[src/rtl/ifu_fetch.sv]
// Instruction fetch unit: owns the PC, issues one 32-bit read at a time and hands
// each fetched word plus its PC to decode over a valid/ready link.
module ifu_fetch #(
    parameter logic [31:0] RESET_PC       = 32'h8000_0000,
    parameter int unsigned TIMEOUT_CYCLES = 255
) (
    input  logic        clk,
    input  logic        rst,
    output logic        mem_req_valid,
    input  logic        mem_req_ready,
    output logic [31:0] mem_req_addr,
    input  logic        mem_rsp_valid,
    input  logic [31:0] mem_rsp_data,
    output logic        inst_valid,
    input  logic        inst_ready,
    output logic [31:0] inst,
    output logic [31:0] inst_pc,
    input  logic        redirect_valid,
    input  logic [31:0] redirect_pc,
    output logic        fetch_err
);

    typedef enum logic [2:0] {
        S_REQ,
        S_WAIT,
        S_FLUSH,
        S_HOLD,
        S_ERR
    } state_t;

    localparam logic [7:0] TIMEOUT_LIMIT = 8'(TIMEOUT_CYCLES);

    state_t      state;
    logic [31:0] pc;
    logic [7:0]  wait_cnt;

    logic        redirect_bad;
    logic        redirect_ok;
    logic [7:0]  wait_cnt_inc;
    logic        timeout_hit;

    assign redirect_bad = redirect_valid && (redirect_pc[1:0] != 2'b00);
    assign redirect_ok  = redirect_valid && !redirect_bad;
    assign wait_cnt_inc = wait_cnt + 8'd1;
    // A zero limit disables the watchdog entirely.
    assign timeout_hit  = (TIMEOUT_LIMIT != 8'd0) && (wait_cnt_inc == TIMEOUT_LIMIT);

    // Handshake valids are held low while reset is asserted, whatever the state.
    assign mem_req_valid = !rst && (state == S_REQ);
    assign inst_valid    = !rst && (state == S_HOLD);
    assign mem_req_addr  = pc;
    assign fetch_err     = (state == S_ERR);

    // NOTE: all state updates use non-blocking assignments so every register samples
    // the pre-edge values; blocking here would let later lines see already-updated state.
    always_ff @(posedge clk) begin
        if (rst) begin
            state    <= S_REQ;
            pc       <= RESET_PC;
            inst     <= '0;
            inst_pc  <= '0;
            wait_cnt <= '0;
        end else begin
            case (state)
                S_REQ: begin
                    if (redirect_bad) begin
                        state <= S_ERR;
                    end else begin
                        if (redirect_ok) pc <= redirect_pc;
                        if (mem_req_ready) begin
                            wait_cnt <= '0;
                            state    <= redirect_ok ? S_FLUSH : S_WAIT;
                        end
                    end
                end
                S_WAIT: begin
                    if (redirect_bad) begin
                        state <= S_ERR;
                    end else if (redirect_ok) begin
                        pc <= redirect_pc;
                        if (mem_rsp_valid) begin
                            state <= S_REQ;
                        end else begin
                            wait_cnt <= '0;
                            state    <= S_FLUSH;
                        end
                    end else if (mem_rsp_valid) begin
                        inst    <= mem_rsp_data;
                        inst_pc <= pc;
                        state   <= S_HOLD;
                    end else begin
                        wait_cnt <= wait_cnt_inc;
                        if (timeout_hit) state <= S_ERR;
                    end
                end
                S_FLUSH: begin
                    // The in-flight response belongs to a stale PC and is discarded.
                    if (redirect_bad) begin
                        state <= S_ERR;
                    end else begin
                        if (redirect_ok) pc <= redirect_pc;
                        if (mem_rsp_valid) begin
                            state <= S_REQ;
                        end else begin
                            wait_cnt <= wait_cnt_inc;
                            if (timeout_hit) state <= S_ERR;
                        end
                    end
                end
                S_HOLD: begin
                    if (redirect_bad) begin
                        state <= S_ERR;
                    end else if (redirect_ok) begin
                        pc    <= redirect_pc;
                        state <= S_REQ;
                    end else if (inst_ready) begin
                        pc    <= pc + 32'd4;
                        state <= S_REQ;
                    end
                end
                S_ERR: begin
                    state <= S_ERR;
                end
                default: begin
                    state <= S_ERR;
                end
            endcase
        end
    end

endmodule

[config.mk]
export PLATFORM = sky130hd
export DESIGN_NAME = ifu_fetch
export DESIGN_NICKNAME = d
export VERILOG_FILES = /design/src/rtl/ifu_fetch.sv
export SDC_FILE = /design/constraint.sdc
export NUM_CORES = 1
export LEC_CHECK = 0
export CORE_MARGIN = 4
export CORE_UTILIZATION = 50
export CTS_CLUSTER_DIAMETER = 100
export DETAILED_ROUTE_END_ITERATION = 12
export DONT_BUFFER_PORTS = 1
export GPL_ROUTABILITY_DRIVEN = 0
export PLACE_DENSITY = 0.64
export SYNTH_ARGS = -nofsm -noshare
export SYNTH_HDL_FRONTEND = slang
export SYNTH_SLANG_ARGS = --single-unit
[constraint.sdc]
create_clock -name clk -period 5.65 [get_ports clk]
set_clock_uncertainty 0.1 [all_clocks]
set_input_delay 1.13 -clock clk [delete_from_list [all_inputs] [get_ports clk]]
set_output_delay 1.13 -clock clk [all_outputs]
set_load 0.05 [all_outputs]
# Word-level counts from Yosys, hierarchy flattened
# Index checks and enable logic that the tools add are counted.
# totals
ff_bits	107
in_bits	70
out_inout_bits	99
elab_cells	68
# classes
addsub	2
n_eq_ne	16
mux	28
n_bitwise	2
reduce_logical	15
# op_table
operator	n
32-bit 2-to-1 mux	5
32-bit case mux with 2 select lines	1
8-bit 2-to-1 mux	7
3-bit 2-to-1 mux	11
32-bit by 3-bit adder with 32-bit output (second input constant)	1
8-bit case mux with 3 select lines	1
2-bit != test (second input constant)	6
3-bit case mux with 4 select lines	1
3-bit != test (second input constant)	3
8-bit by 1-bit adder with 8-bit output (second input constant)	1
8-bit equality test (second input constant)	1
3-bit by 2-bit equality test with 1-bit output (second input constant)	2
6-bit AND reduction	1
5-bit AND reduction	1
1-bit logical AND	4
2-bit 2-to-1 mux	2
4-bit != test (second input constant)	1
4-bit AND reduction	1
2-bit nonzero test	2
3-bit by 1-bit equality test with 1-bit output (second input constant)	1
3-bit equality test (second input constant)	1
3-bit logical NOT	1
3-bit nonzero test	1
3-bit OR reduction	1
4 further kinds	6

# Depth between registers and ports, before layout
# Gate-level depths: netlist (run 1).
# depth
word_depth	8
ltp_mapped	7
mapped_depth_nobuf	6

# Worst setup path after synthesis (run 1)
# Ideal clock, no wire load.
# synth_timing
path_kind	input to output
startpoint	input port rst
endpoint	output port mem_req_valid
arrival_time_ns	2.820
required_ns	4.420
slack_ns	1.600
cell_stages	2
n_path_buf	1
path_cell_list	clkbuf_1 > nor4_1
# synth_via
elab_chain_len	2
# synth_lines
item	line_no	rtl
start, declared	8	input logic rst,
1-bit logical NOT	49	assign mem_req_valid = !rst && (state == S_REQ);
1-bit logical AND	49	
end, declared	9	output logic mem_req_valid,
# Every way passes these cells.

# Worst setup path in the final report (run 1)
# layout_timing
startpoint	register state[2]
endpoint	output port fetch_err
# layout_via
elab_chain_len	1
# layout_lines
item	line_no	rtl
start, declared	33	state_t state;
start signal, assigned	72	state <= redirect_ok ? S_FLUSH : S_WAIT;
3-bit equality test	52	assign fetch_err = (state == S_ERR);
end, declared	20	output logic fetch_err
# Every way passes these cells.

==> impl_metrics.csv, run 1 <==
group,metric,value,unit
placed_design,placed_area,5090,um2
clock_tree,insertion_delay,0.38,ns
final_layout,fillerInstances,945,
clock_tree,clockBufferDepth,2,
timing,slew_headroom,0.368,
die,die_w,108,um
final_layout,register_area,2140,um2
logic_synthesis,synthFlopType,"dfxtp_1",
die,die_area,11700,um2
route,wl_per_cell,18.5,um
timing,setup_violations,0,
die,initial_core_util,0.516,
setup_path,critical_path_class,"reg -> out",
placed_design,portBuffers,0,
setup_path,worst-endpoint-required,4.42,ns
logic_synthesis,synth.avg_cell_area,7.84,um2
timing,fin_crit,3.32,ns
grt,grt_pass1_wl,22000,um
run_status,status,"complete, no violations",
power,ir_drop,0.000146,V
timing,period_share,0.588,
timing,finalSetupTns,0,ns
grt,grt_max_degree,100,
logic_synthesis,synthCells,643,
logic_synthesis,synth_top_area_cell,"dfxtp_1",
placed_design,dpl.hpwl,9670,um
route,routed_via_density,6.08,
final_layout,final_layout_size_suffix_gt1_frac,0.0774,
run,drv_cap,0,
route,wirelength,13900,um
die,ioPinCount,169,
clock_tree,cts_sinks,107,
logic_synthesis,syn_area,5040,um2
clock_tree,cts_resized,0,
setup_path,startpoint_type,"flop",
clock_tree,cts_tree,"yes",
timing,postLayoutSetupSlackWorst,2.33,ns
clock_tree,path_clk_slew,0.11,ns
route,ant_nets,0,
clock_tree,holdBufCountCts,0,
grt,first_global_vias,4269,
route,drt_iter0_markers,417,
logic_synthesis,synth_top_area_frac,0.425,
placed_design,place_ws,2.32,ns
setup_path,crit_path_max_fanout,13,
setup_path,end_kind,"output port",
final_layout,post-route-util,0.541,
power,power_density,257,nW/um2
final_layout,nNetsFinal,688,
logic_synthesis,ys_types,68,
die,die_y,108,um
logic_synthesis,ys_seq_elements,107,
logic_synthesis,synth_edf_count,0,
final_layout,final_area,5280,um2
clock_tree,cts_setup_buffers,0,
timing,maxSlewViolCount,0,
logic_synthesis,ys_top_cells_by_area,"dfxtp_1 43%, nand2_1 12%, a21oi_1 8.0%",
final_layout,n_antenna_cell,0,
logic_synthesis,synth_nets,716,
timing,hold_ws,0.458,ns
timing,rsz0062_at_grt,"false",
route,drc,0,
power,leakage,0.00171,uW
logic_synthesis,ys_seq_area_frac,0.425,
final_layout,multiInputGateArea,2720,um2
clock_tree,cts_made_buffers,9,
logic_synthesis,yosysWarnings,0,
final_layout,area_growth,4.84,%
timing,hold_violations,0,
route,first_pass_iters,5,
clock_tree,cts_root_buffer,"clkbuf_8",
grt,antenna_found_initial,0,
clock_tree,htree_levels,3,
timing,tightestPinTransition,0.945,ns
worst_hold_path,hp-class,"reg -> reg",
die,core-area,9770,um2
setup_path,critical_path_arrival,2.09,ns
die,rows,36,
grt,grt_overflow,0,
route,vias,4579,
timing,fmax,301,MHz
logic_synthesis,async_reset_ff_frac,0,
grt,track_usage,0.235,
-- Yosys cell counts (2+ instances only) --
cell type and count:
a211oi_1 4, a21o_1 2, a21oi_1 81, a22o_1 2, a22oi_1 7, a2bb2oi_1 2
a311oi_1 2, a31oi_1 13, a41o_1 2, and2_1 2, and3_1 12, and4_1 4
buf_2 16, clkbuf_1 27, dfxtp_1 107, ha_1 3, inv_1 5, mux2i_1 5
nand2_1 159, nand2b_1 5, nand3_1 19, nand3_2 2, nand3b_1 3, nand4_1 15
nor2_1 37, nor2_2 2, nor2b_1 2, nor3_1 15, nor4_1 8, o211a_1 2
o211ai_1 3, o21a_1 2, o21ai_0 18, o221a_2 3, o221ai_1 2, o31ai_1 3
o41ai_1 2, or3_1 5, or3b_1 2, or4_1 3, xnor2_1 3, xor2_1 6
-- where the power goes --
part	switching (uW)	internal (uW)
Clock	290	173
Sequential	61.7	766
Combinational	38.8	27.1
Total	391	966
-- per-layer routing --
layer / share of wire / track usage / vias to the layer above
met5: 0 / 0 / -
met4: 0.016 / 0.0794 / 0
met3: 0.098 / 0.0782 / 16
met2: 0.46 / 0.374 / 189
met1: 0.42 / 0.301 / 2139
li1: - / - / 2235
-- critical path: stages, from the launching register on --
cell	delay [ns]
dfxtp_1	0.74
inv_1	0.24
nor3_2	0.73
-- final cells by class --
class                      count  area share
multi-input combinational    486       0.514
sequential                   107       0.405
tap                          133      0.0315
clock buffer                   9      0.0234
clock inverter                 7      0.0135
timing repair buffer           6     0.00852
inverter                       5     0.00355
-- placed cells by master, fill, tap and decap left out, types with 4 or more instances in the layout --
cell      count
mux2i_1       5
a22oi_1       7
a21oi_1      81
dfxtp_1     107
nand4_1      15
nand3_1      18
o21ai_0      18
a211oi_1      4
inv_1         5
nor3_1       13
and3_1       12
nand2b_1      5
or3_1         5
a31oi_1      13
nor4_1        7
xor2_1        6
nand2_1     159
and4_1        4
clkbuf_8      9
nor2_1       36
buf_4         6
-- path summary, 6_finish.rpt --
check                           slack [ns]            start          endpoint  cells after the start
worst max-delay path                  2.33         state[2]         fetch_err                      2
worst min-delay path                  0.46      wait_cnt[7]       wait_cnt[7]                      2
worst max register to register        2.94  mem_req_addr[4]  mem_req_addr[31]                      5
worst min register to register        0.46      wait_cnt[7]       wait_cnt[7]                      2
-- per-stage QoR --
stage          power [uW]  cells
4_1_cts              1370    753
2_1_floorplan         902    643
5_1_grt              1410    753
3_5_place_dp          911    737
3_3_place_gp          909    737
6_report             1360    753
-- registers in the layout, indices dropped and copies added (netlist names) --
register and count:
inst 32, inst_pc 32, mem_req_addr 32, state 3, wait_cnt 8
-- kinds of logic after synthesis --
kind of cell | synth area share
flip-flops | 0.425
AND/OR/NAND/NOR | 0.296
AO/OA/AOI/OAI | 0.201
buffers and inverters | 0.0422
multiplexers | 0.0122
adder cells (fa/ha/maj) | 0.00745
XOR/XNOR | 0.0156
No activity file was read; power rests on OpenSTA's default activity.
==> inputs of run 2 (changes only) <==
--- a/config.mk
+++ b/config.mk
@@ -5,6 +5,7 @@
 export SDC_FILE = /design/constraint.sdc
 export NUM_CORES = 1
 export LEC_CHECK = 0
+export ABC_AREA = 1
 export CORE_MARGIN = 4
 export CORE_UTILIZATION = 50
 export CTS_CLUSTER_DIAMETER = 100
==> constraint.sdc (replaced) <==
create_clock -name clk -period 3.1 [get_ports clk]
set_clock_uncertainty 0.1 [all_clocks]
set_input_delay 0.62 -clock clk [delete_from_list [all_inputs] [get_ports clk]]
set_output_delay 0.62 -clock clk [all_outputs]
set_load 0.05 [all_outputs]
==> impl_metrics.csv, run 2 <==
group,metric,value,unit
final_layout,final_cell_mix,"158 x nand2_1, 119 x nor2_1, 107 x dfxtp_1, 103 x a21oi_1, 101 x inv_1",
setup_path,worst-endpoint-required,3.32,ns
clock_tree,htree_levels,3,
timing,setup_violations,0,
setup_path,reg2reg_from,"state[1]",
timing,hold_violations,0,
power,ir_drop,0.000196,V
logic_synthesis,synthCells,806,
grt,grt_pass1_wl,24000,um
run_status,status,"complete, no violations",
clock_tree,cts_root_buffer,"clkbuf_8",
timing,rsz0062_at_grt,"false",
setup_path,r2r_end,"mem_req_addr[7]",
setup_path,reg2reg_slack,0.68,ns
logic_synthesis,yosysWarnings,0,
power,power_density,474,nW/um2
logic_synthesis,ys_seq_elements,107,
clock_tree,cts_made_buffers,9,
setup_path,critical_path_arrival,2.64,ns
logic_synthesis,synth_top_area_cell,"dfxtp_1",
die,rows,37,
grt,antenna_found_initial,0,
route,vias,5045,
timing,tightestPinTransition,0.919,ns
route,wirelength,14800,um
logic_synthesis,ys_top_cells_by_area,"dfxtp_1 40%, nand2_1 11%, a21oi_1 9.7%",
clock_tree,cts_resized,0,
clock_tree,path_clk_slew,0.11,ns
logic_synthesis,synthFlopType,"dfxtp_1",
clock_tree,insertion_delay,0.37,ns
logic_synthesis,async_reset_ff_frac,0,
route,first_pass_iters,6,
logic_synthesis,yosysMostFrequentCell,"nand2_1",
die,die_y,111,um
die,ioPinCount,169,
logic_synthesis,synth_nets,879,
die,die_area,12300,um2
clock_tree,holdBufCountCts,0,
timing,finalSetupTns,0,ns
grt,grt_max_degree,67,
die,core-area,10300,um2
placed_design,dpl.hpwl,11000,um
grt,track_usage,0.236,
final_layout,final_cell_count_no_fill,956,
timing,slew_headroom,0.386,
final_layout,nNetsFinal,888,
logic_synthesis,ys_seq_area_frac,0.404,
final_layout,final_layout_size_suffix_gt1_frac,0.0866,
route,wl_per_cell,15.5,um
clock_tree,clockBufferDepth,2,
logic_synthesis,synth_edf_count,0,
setup_path,cp-startpoint,"state[1]",
placed_design,dp_cells,940,
setup_path,critical_path_class,"reg -> reg",
route,routed_via_density,5.28,
logic_synthesis,syn_area,5300,um2
timing,maxSlewViolCount,0,
setup_path,end_kind,"flop",
logic_synthesis,synth.avg_cell_area,6.58,um2
run,drv_cap,0,
die,die_w,111,um
final_layout,area_growth,9.46,%
setup_path,r2r_cells,7,
setup_path,crit_path_max_fanout,57,
die,initial_core_util,0.514,
route,drt_iter0_markers,473,
clock_tree,cts_tree,"yes",
final_layout,n_antenna_cell,0,
clock_tree,cts_sinks,107,
logic_synthesis,ys_top_cells_by_count,"158 x nand2_1, 119 x nor2_1, 107 x dfxtp_1",
clock_tree,cts_setup_buffers,0,
logic_synthesis,synth_top_area_frac,0.404,
final_layout,final_common_cell,"nand2_1",
timing,period_share,0.781,
logic_synthesis,ys_types,33,
timing,fin_crit,2.42,ns
route,ant_nets,0,
grt,grt_overflow,0,
timing,fmax,413,MHz
setup_path,startpoint_type,"flop",
power,leakage,0.00207,uW
setup_path,cp-endpoint,"mem_req_addr[7]",
route,drc,0,
grt,first_global_vias,4687,
placed_design,portBuffers,0,
worst_hold_path,hp-class,"in -> reg",
==> run 2: changes by cell type in the layout (fill, tap and decap cells not counted), moves of 9 or more <==
cell / change
buf_4: +27
and3_1: -12
nor2_1: +83
inv_1: +96
nand3_1: +13
nor3_1: -9
nand3b_1: +9
a31oi_1: -12
a21oi_1: +22
o21ai_0: +71
==> run 2: layout make-up <==
type	instances	area (um2)
clock inverters	7	61.3
clock buffers	9	124
well taps	136	170
flip-flops and latches	107	2140
multi-input cells	558	2630
inverters	104	390
repair buffers	35	288
fillers	1034	4520
==> run 2: per-stage QoR <==
stage	worst slack, ns	util	hold slack, ns	power, uW	instance area (um2)
after floorplan	0.305	-	0.384	1850	5300
after global placement	0.650	0.544	0.409	1940	5620
after detailed placement	0.573	0.544	0.421	1950	5620
after CTS	0.697	0.562	0.186	2780	5800
after global routing	0.411	0.562	0.177	2880	5800
final	0.678	0.562	0.208	2750	5800
==> run 2: metal layers <==
metal	global-route usage	vias up	part of all wire
li1	-	2597	-
met1	0.317	2203	0.45
met2	0.352	223	0.42
met3	0.0808	22	0.11
met4	0.0870	0	0.019
met5	0	-	0
==> run 2: kinds of logic (layout without fill, tap and decap cells) <==
family | after synthesis | after routing | share of synthesized area
fa+ha+maj | 3 | 3 | 0.00708
compound gates | 203 | 203 | 0.199
simple gates | 344 | 344 | 0.270
buf+inv | 141 | 155 | 0.106
flops | 107 | 107 | 0.404
mux | 1 | 1 | 0.00189
xor+xnor | 7 | 7 | 0.0116
==> run 2: worst max-delay path: stages, from the launching register on <==
cell and delay [ns]:
dfxtp_1 0.48, nand2_2 0.14, nor2_2 0.14, nand2_2 0.21, inv_2 0.74, a21oi_4 0.23
a21oi_1 0.19, o21a_1 0.13
==> run 2: worst min-delay path by stage <==
stage                      from          endpoint  slack, ns  cells after the start
floorplan           wait_cnt[6]       wait_cnt[6]       0.38                      2
global placement    wait_cnt[0]       wait_cnt[0]       0.41                      2
detailed placement  wait_cnt[0]       wait_cnt[0]       0.42                      2
CTS                         rst  mem_req_addr[28]       0.19                      1
global route                rst  mem_req_addr[27]       0.18                      1
finish                      rst   mem_req_addr[0]       0.21                      1
==> run 2: where the power goes <==
| group | internal (uW) | switching (uW) |
|---|---|---|
| registers | 1430 | 108 |
| logic | 117 | 273 |
| clock network | 307 | 521 |
| total | 1850 | 902 |
